**src/rtl/cproc_sequencer_pkg.sv**
```systemverilog
// Shared definitions for the processor instruction sequencer: opcodes,
// FSM state encoding and instruction-word field positions.
package cproc_sequencer_pkg;

  localparam logic [1:0] OP_MVI = 2'b00;
  localparam logic [1:0] OP_MV  = 2'b01;
  localparam logic [1:0] OP_ADD = 2'b10;
  localparam logic [1:0] OP_SUB = 2'b11;

  typedef enum logic [1:0] {
    ST_IDLE  = 2'd0,
    ST_FETCH = 2'd1,
    ST_ISSUE = 2'd2,
    ST_WAIT  = 2'd3
  } state_e;

  // Field LSB positions counted above the DW-bit immediate: {F, Rx, Ry, imm}
  localparam int F_OFS  = 4;
  localparam int RX_OFS = 2;
  localparam int RY_OFS = 0;

endpackage

```
**src/rtl/cproc_sequencer_if.sv**
```systemverilog
// Sequencer-to-processor link: one-cycle instruction strobe out, completion
// flag and result bus back.
interface cproc_sequencer_if #(
  parameter int DW = 8
);
  // w is a single-cycle valid carrying F/Rx/Ry/Data; the initiator keeps the
  // fields stable until Done, and BusWires is meaningful only while Done=1.
  logic          w;
  logic [1:0]    F;
  logic [1:0]    Rx;
  logic [1:0]    Ry;
  logic [DW-1:0] Data;
  logic          Done;
  logic [DW-1:0] BusWires;

  modport master (output w, F, Rx, Ry, Data, input Done, BusWires);
  modport slave  (input w, F, Rx, Ry, Data, output Done, BusWires);
endinterface

```
**src/rtl/cproc_sequencer_seq_prog_ram.sv**
```systemverilog
// Single-port program store: synchronous write, registered synchronous read.
// The read register holds its value until the next read enable.
module seq_prog_ram #(
  parameter int AW = 4,
  parameter int WW = 14
) (
  input  logic          clk,
  input  logic          we,
  input  logic          re,
  input  logic [AW-1:0] addr,
  input  logic [WW-1:0] wdata,
  output logic [WW-1:0] rdata
);

  logic [WW-1:0] mem_q [0:(1<<AW)-1];
  logic [WW-1:0] rdata_q;

  always_ff @(posedge clk) begin
    if (we) mem_q[addr] <= wdata;
    if (re) rdata_q <= mem_q[addr];
  end

  assign rdata = rdata_q;

endmodule

```
**src/rtl/cproc_sequencer.sv**
```systemverilog
// Issues a host-loaded program to the 4-register multi-cycle processor one
// instruction at a time, waiting for Done and capturing each bus result.
module cproc_sequencer
  import cproc_sequencer_pkg::*;
#(
  parameter int AW      = 4,
  parameter int DW      = 8,
  parameter int TIMEOUT = 8
) (
  input  logic              clk,
  input  logic              Resetn,
  input  logic              prog_we,
  input  logic [AW-1:0]     prog_addr,
  input  logic [DW+5:0]     prog_din,
  input  logic [AW-1:0]     last_addr,
  input  logic              start,
  cproc_sequencer_if.master proc,
  output logic              busy,
  output logic [AW-1:0]     pc,
  output logic [DW-1:0]     result,
  output logic              result_valid,
  output logic              prog_done,
  output logic              error,
  output state_e            dbg_state
);

  localparam int IW = DW + 6;
  localparam int TW = $clog2(TIMEOUT + 1);

  state_e        state_q, state_d;
  logic [AW-1:0] pc_q, pc_d;
  logic [AW-1:0] lastr_q, lastr_d;
  logic [TW-1:0] tmo_q, tmo_d;
  logic [DW-1:0] result_q, result_d;
  logic          result_valid_q, result_valid_d;
  logic          prog_done_q, prog_done_d;
  logic          error_q, error_d;

  logic          ram_we;
  logic          ram_re;
  logic [AW-1:0] ram_addr;
  logic [IW-1:0] instr;
  logic          active;
  logic [1:0]    op;

  // The RAM read register doubles as the instruction register; it is only
  // reloaded in FETCH so it stays stable through ISSUE and WAIT.
  seq_prog_ram #(.AW(AW), .WW(IW)) u_ram (
    .clk   (clk),
    .we    (ram_we),
    .re    (ram_re),
    .addr  (ram_addr),
    .wdata (prog_din),
    .rdata (instr)
  );

  assign ram_we   = prog_we && (state_q == ST_IDLE);
  assign ram_addr = (state_q == ST_IDLE) ? prog_addr : pc_q;

  always_ff @(posedge clk or negedge Resetn) begin
    if (!Resetn) begin
      state_q        <= ST_IDLE;
      pc_q           <= '0;
      lastr_q        <= '0;
      tmo_q          <= '0;
      result_q       <= '0;
      result_valid_q <= 1'b0;
      prog_done_q    <= 1'b0;
      error_q        <= 1'b0;
    end else begin
      state_q        <= state_d;
      pc_q           <= pc_d;
      lastr_q        <= lastr_d;
      tmo_q          <= tmo_d;
      result_q       <= result_d;
      result_valid_q <= result_valid_d;
      prog_done_q    <= prog_done_d;
      error_q        <= error_d;
    end
  end

  always_comb begin
    state_d        = state_q;
    pc_d           = pc_q;
    lastr_d        = lastr_q;
    tmo_d          = tmo_q;
    result_d       = result_q;
    result_valid_d = 1'b0;
    prog_done_d    = 1'b0;
    error_d        = error_q;
    ram_re         = 1'b0;
    case (state_q)
      ST_IDLE: begin
        if (start) begin
          state_d = ST_FETCH;
          pc_d    = '0;
          lastr_d = last_addr;
          error_d = 1'b0;
        end
      end
      ST_FETCH: begin
        ram_re  = 1'b1;
        state_d = ST_ISSUE;
      end
      ST_ISSUE: begin
        tmo_d   = '0;
        state_d = ST_WAIT;
      end
      ST_WAIT: begin
        if (proc.Done) begin
          result_d       = proc.BusWires;
          result_valid_d = 1'b1;
          if (pc_q == lastr_q) begin
            state_d     = ST_IDLE;
            prog_done_d = 1'b1;
          end else begin
            pc_d    = pc_q + AW'(1);
            state_d = ST_FETCH;
          end
        end else if (tmo_q == TW'(TIMEOUT - 1)) begin
          error_d = 1'b1;
          state_d = ST_IDLE;
        end else begin
          tmo_d = tmo_q + TW'(1);
        end
      end
      default: state_d = ST_IDLE;
    endcase
  end

  // Instruction fields are gated by state so they read 0 outside an
  // instruction and drop straight away when reset forces IDLE.
  assign active     = (state_q == ST_ISSUE) || (state_q == ST_WAIT);
  assign op         = instr[DW+F_OFS +: 2];
  assign proc.w     = (state_q == ST_ISSUE);
  assign proc.F     = active ? op : 2'b00;
  assign proc.Rx    = active ? instr[DW+RX_OFS +: 2] : 2'b00;
  assign proc.Ry    = active ? instr[DW+RY_OFS +: 2] : 2'b00;
  assign proc.Data  = (active && op == OP_MVI) ? instr[DW-1:0] : '0;

  assign busy         = (state_q != ST_IDLE);
  assign pc           = pc_q;
  assign result       = result_q;
  assign result_valid = result_valid_q;
  assign prog_done    = prog_done_q;
  assign error        = error_q;
  assign dbg_state    = state_q;

endmodule

```
**src/flat_wrapper.sv**
```systemverilog
// flat-port wrapper written by rule: the top's interface ports become plain ports
module cproc_sequencer_flat import cproc_sequencer_pkg::*;
#(
  parameter int AW      = 4,
  parameter int DW      = 8,
  parameter int TIMEOUT = 8
)
  (clk, Resetn, prog_we, prog_addr, prog_din, last_addr, start, busy, pc, result, result_valid, prog_done, error, dbg_state, proc_w, proc_F, proc_Rx, proc_Ry, proc_Data, proc_Done, proc_BusWires);
  cproc_sequencer_if #(.DW(DW)) proc_i ();
  input  logic clk;
  input  logic Resetn;
  input  logic prog_we;
  input  logic [AW-1:0] prog_addr;
  input  logic [DW+5:0] prog_din;
  input  logic [AW-1:0] last_addr;
  input  logic start;
  output logic busy;
  output logic [AW-1:0] pc;
  output logic [DW-1:0] result;
  output logic result_valid;
  output logic prog_done;
  output logic error;
  output state_e dbg_state;
  output wire logic [$bits(proc_i.w)-1:0] proc_w;
  output wire logic [$bits(proc_i.F)-1:0] proc_F;
  output wire logic [$bits(proc_i.Rx)-1:0] proc_Rx;
  output wire logic [$bits(proc_i.Ry)-1:0] proc_Ry;
  output wire logic [$bits(proc_i.Data)-1:0] proc_Data;
  input wire logic [$bits(proc_i.Done)-1:0] proc_Done;
  input wire logic [$bits(proc_i.BusWires)-1:0] proc_BusWires;
  assign proc_w = proc_i.w;
  assign proc_F = proc_i.F;
  assign proc_Rx = proc_i.Rx;
  assign proc_Ry = proc_i.Ry;
  assign proc_Data = proc_i.Data;
  assign proc_i.Done = proc_Done;
  assign proc_i.BusWires = proc_BusWires;
  cproc_sequencer #(.AW(AW), .DW(DW), .TIMEOUT(TIMEOUT)) u_core (.clk(clk), .Resetn(Resetn), .prog_we(prog_we), .prog_addr(prog_addr), .prog_din(prog_din), .last_addr(last_addr), .start(start), .proc(proc_i), .busy(busy), .pc(pc), .result(result), .result_valid(result_valid), .prog_done(prog_done), .error(error), .dbg_state(dbg_state));
endmodule
```
**config.mk**
```make
export PLATFORM = sky130hd
export DESIGN_NAME = cproc_sequencer_flat
export DESIGN_NICKNAME = d
export VERILOG_FILES = /design/src/rtl/cproc_sequencer_pkg.sv /design/src/rtl/cproc_sequencer_if.sv /design/src/rtl/cproc_sequencer_seq_prog_ram.sv /design/src/rtl/cproc_sequencer.sv /design/src/flat_wrapper.sv
export SDC_FILE = /design/constraint.sdc
export NUM_CORES = 1
export LEC_CHECK = 0
export BUFFER_PORTS_ARGS = -buffer_cell sky130_fd_sc_hd__buf_4
export CORE_MARGIN = 2
export CORE_UTILIZATION = 50
export DETAILED_ROUTE_END_ITERATION = 10
export PLACE_DENSITY = 0.67
export SLEW_MARGIN = 20
export SYNTH_ARGS = -nofsm -noshare
export SYNTH_HDL_FRONTEND = slang
export SYNTH_SLANG_ARGS = --single-unit
export TNS_END_PERCENT = 50
```
**constraint.sdc**
```tcl
create_clock -name clk -period 3.2 [get_ports clk]
set_clock_uncertainty 0.1 [all_clocks]
set_input_delay 0.16 -clock clk [delete_from_list [all_inputs] [get_ports clk]]
set_output_delay 0.16 -clock clk [all_outputs]
set_load 0.02 [all_outputs]
```
Word-level counts from Yosys, hierarchy flattened
Memories as Yosys holds them, arrays and structs flattened. A register that Yosys moved wholly into a read port is not among the register bits. Cells that the tools add are included.

Register bits: 25. Bits in writable memories: 224. Input port bits: 35. Output and inout bits: 33. Word-level logic and storage cells: 66. Memories kept: 1.

Add/sub/neg operators: 2. Eq/ne operators: 12. Muxes and demuxes: 29. Reductions and logical operators: 14.

Memories: u_core.u_ram.mem_q (depth 16, bits a word 14, rd ports 1, clocked after memory_dff 1, wr ports 1, line cproc_sequencer_seq_prog_ram.sv:15) `logic [WW-1:0] mem_q [0:(1<<AW)-1];`.

Operators by type and width (count): $mux W4 (6); $pmux W4 S2 (2); $mux W1 (12); $mux W2 (6); $ne A2 B2 Y1 const B (5); $add A4 B1 Y4 const B (2); $mux W8 (1); $pmux W2 S4 (1); $reduce_and A4 Y1 (2); $reduce_and A2 Y1 (3); $reduce_bool A2 Y1 (3); $eq A2 B2 Y1 const B (2); $eq A4 B3 Y1 const B (1); $eq A4 B4 Y1 (1); $logic_not A2 Y1 (2); $ne A3 B2 Y1 const B (1); $reduce_and A3 Y1 (1); $eq A2 B1 Y1 const B (1); $logic_and A1 B1 Y1 (2); $ne A2 B1 Y1 const B (1); $pmux W1 S2 (1); $logic_or A1 B1 Y1 (1).

Depth between registers and ports, before layout
Gate-level depths: netlist (run 1).

Word-level depth: 4. Depth in mapped cells: 10. Gate-level depth less buffers: 6.

Hierarchy
From an unflattened synthesis (run 1), not the netlist that was laid out.

Cell total of the unflattened synthesis: 507. Area total of the unflattened synthesis: 10385.0 sq um.

Modules (own cells, without submodules): seq_prog_ram (instances 1, cells an instance 381, area an instance 8997.4 sq um, seq. area each 7146.9 sq um); cproc_sequencer (instances 1, cells an instance 126, area an instance 1387.6 sq um, seq. area each 625.6 sq um).

Worst setup path after synthesis (run 1)
Ideal clock, no wire load.

Path type: reg-to-reg. Start: register u_core.state_q[0], in the netlist u_core.dbg_state[0]. End: memory u_core.u_ram.mem_q[3][0], enable pin. Library setup time: 0.384 ns. Data arrival time: 2.418 ns. Required time: 2.716 ns. Slack: 0.298 ns. Cell stages (with the launch flop): 10. Path buffers: 3. Period minus slack after synthesis: 2.902 ns. Path through: dfrtp_1 -> inv_1 -> ha_1 -> buf_6 -> buf_6 -> inv_2 -> nor3_1 -> buf_2 -> nor2_1 -> nor2_1.

Cells in the longest elaborated chain, start to end: 4. Elaborated cells between the ends (all ways): 5. Classes of those cells: 3 x mux; 2 x reduce/logical.

RTL lines: start, declared (line cproc_sequencer.sv:30) `state_e state_q, state_d;`; start signal, assigned (line cproc_sequencer.sv:71) `state_q <= state_d;`; $logic_not A2 Y1 (*) (line cproc_sequencer.sv:57, cproc_sequencer.sv:58); $logic_and A1 B1 Y1 (line cproc_sequencer.sv:57) `assign ram_we = prog_we && (state_q == ST_IDLE);`; $mux W1 (line cproc_sequencer_seq_prog_ram.sv:19) `if (we) mem_q[addr] <= wdata;`; $mux W1 (not written as such) (line cproc_sequencer_seq_prog_ram.sv:19); end, declared (line cproc_sequencer_seq_prog_ram.sv:15).

Every way passes the cells marked *; elsewhere a longest branch is shown, timed or not.

Worst setup path in the final report (run 1)
Start: register u_core.state_q[0], in the netlist u_core.dbg_state[0]. End: register u_core.u_ram.rdata_q[13], in the netlist u_core.u_ram.rdata[13], read port of u_core.u_ram.mem_q, data pin.

Cells in the longest elaborated chain, start to end: 2. Elaborated cells between the ends (all ways): 4. Classes of those cells: 1 x eq/ne; 2 x mux; 1 x reduce/logical.

RTL lines: $eq A2 B1 Y1 / $logic_not A2 Y1 (equally long branches) (line cproc_sequencer.sv:92, cproc_sequencer.sv:58); $mux W1 / $mux W4 (equally long branches) (line cproc_sequencer.sv:92, cproc_sequencer.sv:58); end, declared (line cproc_sequencer_seq_prog_ram.sv:16) `logic [WW-1:0] rdata_q;`.

Several ways; a longest one is shown, not always the timed one. A chain may end at the register's enable or synchronous reset.

==> summary by stage, run 1 <==
Run status
The flow ran to the end, and the final reports show no timing, DRC or antenna violations.

Layout
The most common library cell in the layout ignoring fill and taps is sky130_fd_sc_hd__edfxtp_1. In the final design database the tool counted 971 nets. Measured on the finished design, the core utilization comes to 60.1%. The top cell types in the final layout, fill and taps aside, are sky130_fd_sc_hd__edfxtp_1, sky130_fd_sc_hd__buf_4, sky130_fd_sc_hd__nand2_1.

The repair_antennas step left the layout with diodes totalling 0. The post-route non-filler standard cell count is 1268. The synthesis-to-finish area growth is 17.5%. Of the cells placed in the final design, the portion with a size suffix greater than 1 is 22.4%.

Global routing
The total grt overflow is 0. The first global-routing pass estimated 47.9 mm of wire. The initial antenna violation count is 4. The number of global-route vias before repair is 8034.

The largest net degree at the start of global routing is 66. Across every metal layer, demand over resource in global routing totals 24.5%.

Clock tree
The clock passes through at most 3 buffers. CTS built an H-tree with a depth of 1. TritonCTS built the clock tree. The number of CTS-inserted buffers is 27.

The clock-pin slew reported for the worst setup and hold paths after clock tree synthesis is 0.06 ns. For the worst-skew pair, the clock arrives at the later sink with an insertion delay of 0.54 ns. The total number of clock tree sinks is 263.

The setup fix buffers added after clock tree synthesis is 0. The cell at the root of the clock tree is sky130_fd_sc_hd__clkbuf_16.

Route
The final route contains 8123 vias. In the final routed layout, each cell accounts on average for 24.9 um. The wire length after detailed routing is 31.6 mm. For this run, design rule violations remaining after detail routing come to 0. Dividing the detail-routed via count by the number of cells gives 6.41. The first-pass iteration count of the detailed router is 5. The number of antenna-violating nets in the routed design is 0. The detailed router finished its first iteration with 1098 violations.

STA
Setup violations remaining at the end of the flow were counted as 0. After routing, the total negative slack on setup checks comes to 0 ns. In the finished design, the share of the clock period the worst path needs comes to 93.8%.

The number of max-slew violations in the final report came to 0. Setup repair after global routing left no endpoint under its margin. The slew at the pin with the worst max-slew slack is 0.973 ns.

The worst pin sits at a relative slew slack of 34.8%. The final period demand of the worst path is 3.00 ns. The final hold violation count is 0. Derived from the worst setup path, the maximum achievable clock frequency is 0.333 GHz.

Yosys
The total of warnings raised by yosys is 0. The synthesized design contains 238 enable-type register cells. The number of distinct library cell variants in the gate-level netlist after synthesis is 54. For this run, the leading register cell type out of synthesis is sky130_fd_sc_hd__edfxtp_1. Averaged over all synthesized cells, the footprint is 14.5 sq um. After synthesis the cells add up to 12000 sq um. By area the synthesized netlist is led by sky130_fd_sc_hd__edfxtp_1, sky130_fd_sc_hd__dfrtp_1, sky130_fd_sc_hd__nand4b_1, sky130_fd_sc_hd__mux4_2, sky130_fd_sc_hd__nor4bb_1. In this run the biggest area consumer among cell types represents 59.4% of the synthesized area. The cell taking the most area after synthesis is sky130_fd_sc_hd__edfxtp_1. Counting every net in the synthesized netlist gives 873.

The share of the yosys chip area belonging to registers is 64.6%. The synthesized design contains 263 register bits. The post-synthesis instance total is 831. The fraction of synthesis flops using an asynchronous set or reset pin is 9.51%.

Setup path
In this run the worst path has a maximum fanout of 33. The category of the worst setup path launch point is a flop. The beginning of the critical path is u_core.dbg_state[0]. The critical path goes through inv_1 > ha_4 > buf_4 > nor2b_4 > buf_4 > a31o_1 > o41ai_1 > nand4_1.

The cell repeated most along the worst path is sky130_fd_sc_hd__buf_4. The worst setup path is captured at a flop. The cell with the largest stage delay on the worst path is sky130_fd_sc_hd__o41ai_1. The signal arrival time at the worst endpoint is 3.15 ns. The required time at the worst-slack endpoint is 3.35 ns. The peak per-stage delay on the critical path is 0.71 ns. The path type of the worst setup path is flop to flop. The beginning of the worst register-to-register path is u_core.dbg_state[0].

Placement
The number of instances in the placed design is 1186. The detailed placement HPWL is 19.8 mm. The port buffer count is 67.

Routability-driven placement finished with a final weighted congestion of 0.876.

Worst hold path
The worst hold path begins at prog_we. The path class of the tightest hold or removal check is input pin to flop.

Power
The leakage dissipation is 4.85 nW. The maximum VDD drop is 0.476 mV. The power density normalized to cell area is 798 nW/um^2.

Floorplan
The region available for standard cell placement spans 23500 sq um. In this run the count of I/O pins placed on the die edge is 68. The floorplan die area is 25300 sq um. The initial utilization of the core area, before any placement, comes to 51.1%.

The horizontal die dimension is 159 um. The standard-cell row count is 56. The vertical die dimension is 159 um.

Flow run
The number of maximum-capacitance violations is 0.
[stage by stage]
| stage | setup WS, ns | hold WS [ns] | power, mW | area [sq um] |
|---|---|---|---|---|
| 2_1_floorplan | 0.298 | -0.236 | 7.08 | 12000 |
| 4_1_cts | 0.193 | 0.243 | 11.3 | 14100 |
| 6_report | 0.200 | 0.268 | 11.3 | 14100 |
| 3_3_place_gp | 0.238 | -0.0215 | 8.23 | 13000 |
| 3_5_place_dp | 0.189 | -0.0136 | 8.36 | 13000 |
| 5_1_grt | 0.0177 | 0.275 | 11.8 | 14100 |
[routing by layer]
metal | vias to the layer above | GRT usage [%] | share of wire [%]
met2 | 385 | 38.9 | 47
met4 | 4 | 5.12 | 1.7
met1 | 4113 | 35.8 | 42
li1 | 3567 | - | -
met3 | 54 | 4.71 | 9.1
met5 | - | 0 | 0.073
[cell families (layout without fill, tap and decap cells)]
group	after synthesis	after routing	synth area share, %
multiplexers	44	44	7.08
AND/OR/NAND/NOR	262	262	13.8
flip-flops	263	263	64.6
XOR/XNOR	6	6	0.436
buffers and inverters	89	207	3.41
AO/OA/AOI/OAI	160	160	9.96
adder cells (fa/ha/maj)	7	7	0.727
[state kept, by name, summed over array words and instances (netlist names), 2 cells and up]
signal              cells
u_core.pc               4
u_core.result           8
u_core.u_ram.rdata     14
u_core.dbg_state        2
u_core.tmo_q            4
u_core.lastr_q          4
u_core.u_ram.mem_q    224
[area by class of cell]
class | instances | area [sq um]
well taps | 319 | 399
clock inverters | 19 | 135
fillers | 1782 | 9400
clock buffers | 30 | 687
flip-flops and latches | 263 | 7770
multi-input cells | 479 | 3880
repair buffers | 147 | 1220
inverters | 11 | 41.3
[critical path, delay by kind of cell (launching register included)]
kind / cells / cell delay (ns)
DFF: 1 / 0.44
adders and majority gates: 1 / 0.27
AOI/OAI and AO/OA: 2 / 0.94
and+or+nand+nor: 2 / 0.34
buffers and inverters: 3 / 0.62
[synthesized netlist by cell type, types with 3 or more instances]
master,n
sky130_fd_sc_hd__edfxtp_1,238
sky130_fd_sc_hd__nand2_1,64
sky130_fd_sc_hd__nand4b_1,56
sky130_fd_sc_hd__nand4_1,44
sky130_fd_sc_hd__clkbuf_1,36
sky130_fd_sc_hd__o31ai_1,30
sky130_fd_sc_hd__nor4bb_1,28
sky130_fd_sc_hd__o21a_1,28
sky130_fd_sc_hd__o41ai_1,28
sky130_fd_sc_hd__buf_2,27
sky130_fd_sc_hd__nor2_1,27
sky130_fd_sc_hd__dfrtp_1,25
sky130_fd_sc_hd__mux4_2,20
sky130_fd_sc_hd__o21ai_0,20
sky130_fd_sc_hd__a31o_2,15
sky130_fd_sc_hd__a31o_1,13
sky130_fd_sc_hd__mux2_2,13
sky130_fd_sc_hd__o21ai_1,12
sky130_fd_sc_hd__inv_1,10
sky130_fd_sc_hd__nor2b_1,10
sky130_fd_sc_hd__and2_1,9
sky130_fd_sc_hd__buf_1,9
sky130_fd_sc_hd__nand3_1,9
sky130_fd_sc_hd__mux4_1,8
sky130_fd_sc_hd__ha_1,7
sky130_fd_sc_hd__xnor2_1,6
sky130_fd_sc_hd__nor3_1,4
sky130_fd_sc_hd__a21oi_1,3
[timing repair]
action | CTS | global route
setup endpoints to repair | 0 | 3
resized for setup | 0 | 3
hold endpoints to repair | 265 | 0
hold buffers | 33 | 0
[where the power goes]
group	internal (mW)	switching, mW
Combinational	1.60	2.31
Clock	1.63	1.30
Sequential	4.14	0.312
[path summary, 6_finish.rpt]
kind	end	slack, ns	cells after the start
setup / recovery	u_core.u_ram.rdata[13]	0.20	8
hold / removal	u_core.u_ram.mem_q[14][10]	0.27	4
setup reg to reg	u_core.u_ram.rdata[13]	0.20	8
hold reg to reg	u_core.result[7]	0.41	1
max in group asynchronous	u_core.pc[1]	2.31	4
min in group asynchronous	u_core.result[3]	0.52	4
No activity file was read; power rests on OpenSTA's default activity.
==> run 2: changes to the inputs <==
--- a/config.mk
+++ b/config.mk
@@ -9,7 +9,8 @@
 export CORE_MARGIN = 2
 export CORE_UTILIZATION = 50
 export DETAILED_ROUTE_END_ITERATION = 10
-export PLACE_DENSITY = 0.67
+export PLACE_DENSITY = 0.75
+export SETUP_SLACK_MARGIN = 0.2
 export SLEW_MARGIN = 20
 export SYNTH_ARGS = -nofsm -noshare
 export SYNTH_HDL_FRONTEND = slang
==> run 2 against run 1 <==
  * Core utilization grew 0.14 points
  * First-iteration DRC count shrank 0.73%
  * Via count grew 0.12%
  * Maximum frequency grew 2.2%
  * Register-to-register slack gained 0.06 ns
  * Clock power grew 6%
  * Power grew 1.5%
  * Final cell count is essentially flat
  * Hold slack lost 0.11 ns
  * Global-route usage shrank 0.89 points
  * Largest cell class unchanged
==> summary by stage, run 2 (synthesized netlist as in run 1, its figures left out) <==
Run status
The run finished with clean final reports.

Floorplan
From left edge to right edge, the die measures 159 um. The standard-cell row count is 56. The effective utilization at floorplan is 51.1%. The standard cell core area is 23500 sq um. The number of top-level pins is 68. The floorplan die area is 25300 sq um. The vertical die dimension is 159 um.

Layout
Cells with a size suffix above 1 make up 23.2% of the layout. In the layout the commonest cells are sky130_fd_sc_hd__edfxtp_1, sky130_fd_sc_hd__buf_4, sky130_fd_sc_hd__nand2_1. The register bank with the most flops is u_core.u_ram.mem_q. The library cell used most frequently in the layout, excluding fill and tap cells, is sky130_fd_sc_hd__edfxtp_1. The synthesis-to-finish area growth is 17.8%. The post-route non-filler standard cell count is 1267. The number of nets in the layout is 970.

The number of diodes added for antenna fixing is 0. Summing all non-filler instances in the final layout gives an area of 14200 sq um. The number of flip-flops under the largest register name is 224.

Setup path
The setup slack of the worst register-to-register path is 0.26 ns. The reg-to-reg critical path endpoint is u_core.u_ram.rdata[8]. The maximum fanout along the worst path is 18. Counting cells, the worst reg-to-reg path comes to 7.

Data on the critical path is required at its endpoint by 3.36 ns. The category of the worst setup path launch point is a flop. The critical path capture point type is a flop. The beginning of the critical path is u_core.dbg_state[0].

Following the worst setup path forward leads to its endpoint at u_core.u_ram.rdata[8]. The path type of the worst setup path is flop to flop. The signal arrival time at the worst endpoint is 3.09 ns. The beginning of the worst register-to-register path is u_core.dbg_state[0].

Clock tree
The clock-pin slew reported for the worst setup and hold paths after clock tree synthesis is 0.07 ns. Clock latency on the worst-skew pair, taken at its later pin, is 0.54 ns. The clock tree from TritonCTS is built. The cell at the root of the clock tree is sky130_fd_sc_hd__clkbuf_16. TritonCTS created 27 clock buffers. CTS built an H-tree with a depth of 1. The clock tree buffer depth is 3. The clock drives 263 sinks. The setup fix buffers added after clock tree synthesis is 0.

Power
Dividing total power by cell area gives a power density of 809 nW/um^2. The maximum VDD drop is 0.527 mV. The analysis attributes to cell leakage a power of 4.85 nW.

Global routing
The global router's overall resource usage is 23.6%. The initial antenna violation count is 0. The total overflow left after global routing is 0. The first global-routing pass estimated 46.6 mm of wire. The largest net degree at the start of global routing is 69. The number of global-route vias before repair is 7845.

Placement
The port buffer count is 67. The placed cell area is 13000 sq um. At the end of routability-driven placement, the weighted congestion stood at 0.887. After detailed placement, the design holds a cell count of 1187.

The detailed placement HPWL is 18.8 mm.

Route
The initial detailed-routing violation count is 1090. The detailed-route vias per instance is 6.42. Detailed routing inserted a total of 8133 vias. After detailed routing, the average wire length per cell comes to 23.7 um.

The first TritonRoute pass finished after 5 iterations. The wire length after detailed routing is 30.1 mm. The number of antenna-violating nets in the routed design is 0. In the routed design, unresolved DRC markers number 0.

STA
The number of failing setup endpoints in the final timing report is 0. Based on the critical path, the design can be clocked at up to 0.340 GHz. The worst slew margin relative to its limit is 32.9%. The final period demand of the worst path is 2.94 ns.

Setup repair after global routing could not meet its margin everywhere. After routing, the total negative slack on setup checks comes to 0 ns. For the pin with the worst max-slew slack, the measured transition is 1.00 ns. The number of max-slew violations in the final report was 0. The final cycle utilization of the critical path is 91.8%. The final hold violation count came to 0.

Flow run
Across the run, the number of max-cap violations was 0.

Worst hold path
The type of the tightest min-delay check is input pin to asynchronous set/reset pin.
run 2: changes by cell type in the layout (fill, tap and decap cells not counted), sizes merged, moves of 2 or more:
cell         delta
bufinv          +2
clkbuf          -2
clkinv          -4
clkinvlp        +3
dlygate4sd3     -2
run 2: how the worst min path moves through the flow:
stage                  from                   endpoint  slack (ns)  depth (start not counted)
detailed placement   Resetn           u_core.result[4]       -0.02                          1
finish               Resetn        u_core.dbg_state[0]        0.15                          3
global route         Resetn            u_core.tmo_q[1]        0.19                          3
CTS                 prog_we  u_core.u_ram.mem_q[15][8]        0.20                          3
global placement     Resetn           u_core.result[4]       -0.02                          1
floorplan            Resetn        u_core.dbg_state[0]       -0.24                          0
run 2: power by group:
group / total, mW / switching (mW) / internal [mW]
Combinational: 3.95 / 2.33 / 1.62
Sequential: 4.41 / 0.276 / 4.14
Clock: 3.10 / 1.31 / 1.79
Total: 11.5 / 3.92 / 7.55
run 2: routing by layer:
metal	global-route usage [%]	up-vias	wire, um
met5	0	-	0
met4	5.58	0	610
met3	4.22	53	3040
met2	37.1	464	13900
met1	34.8	4061	12500
li1	-	3555	-
run 2: area by class of cell:
class | instances | area, sq um
sequential | 263 | 7770
clock inverter | 21 | 194
inverter | 11 | 41.3
multi-input combinational | 479 | 3890
tap | 319 | 399
clock buffer | 28 | 679
timing repair buffer | 146 | 1200
fill | 1797 | 9360
run 2: through the flow:
step / total power [mW] / util [%] / setup WS (ns) / hold slack (ns)
global placement: 8.25 / 55.2 / 0.375 / -0.0237
global route: 12.0 / 60.2 / 0.195 / 0.186
CTS: 11.5 / 60.2 / 0.301 / 0.199
finish: 11.5 / 60.2 / 0.263 / 0.154
floorplan: 7.08 / - / 0.298 / -0.236
detailed placement: 8.34 / 55.2 / 0.321 / -0.0228
run 2: critical path, stage by stage, from the launching register on:
cell and delay [ns]:
sky130_fd_sc_hd__dfrtp_1 0.43, sky130_fd_sc_hd__inv_1 0.13, sky130_fd_sc_hd__ha_4 0.25, sky130_fd_sc_hd__nor3b_2 0.28
sky130_fd_sc_hd__buf_4 0.29, sky130_fd_sc_hd__o21a_1 0.21, sky130_fd_sc_hd__o41ai_1 0.78, sky130_fd_sc_hd__nand4_1 0.16
run 2: repair_timing:
item	CTS	global route
hold buffers	31	0
gates resized for setup	0	2
setup endpoints to repair	0	4
hold endpoints to repair	263	0
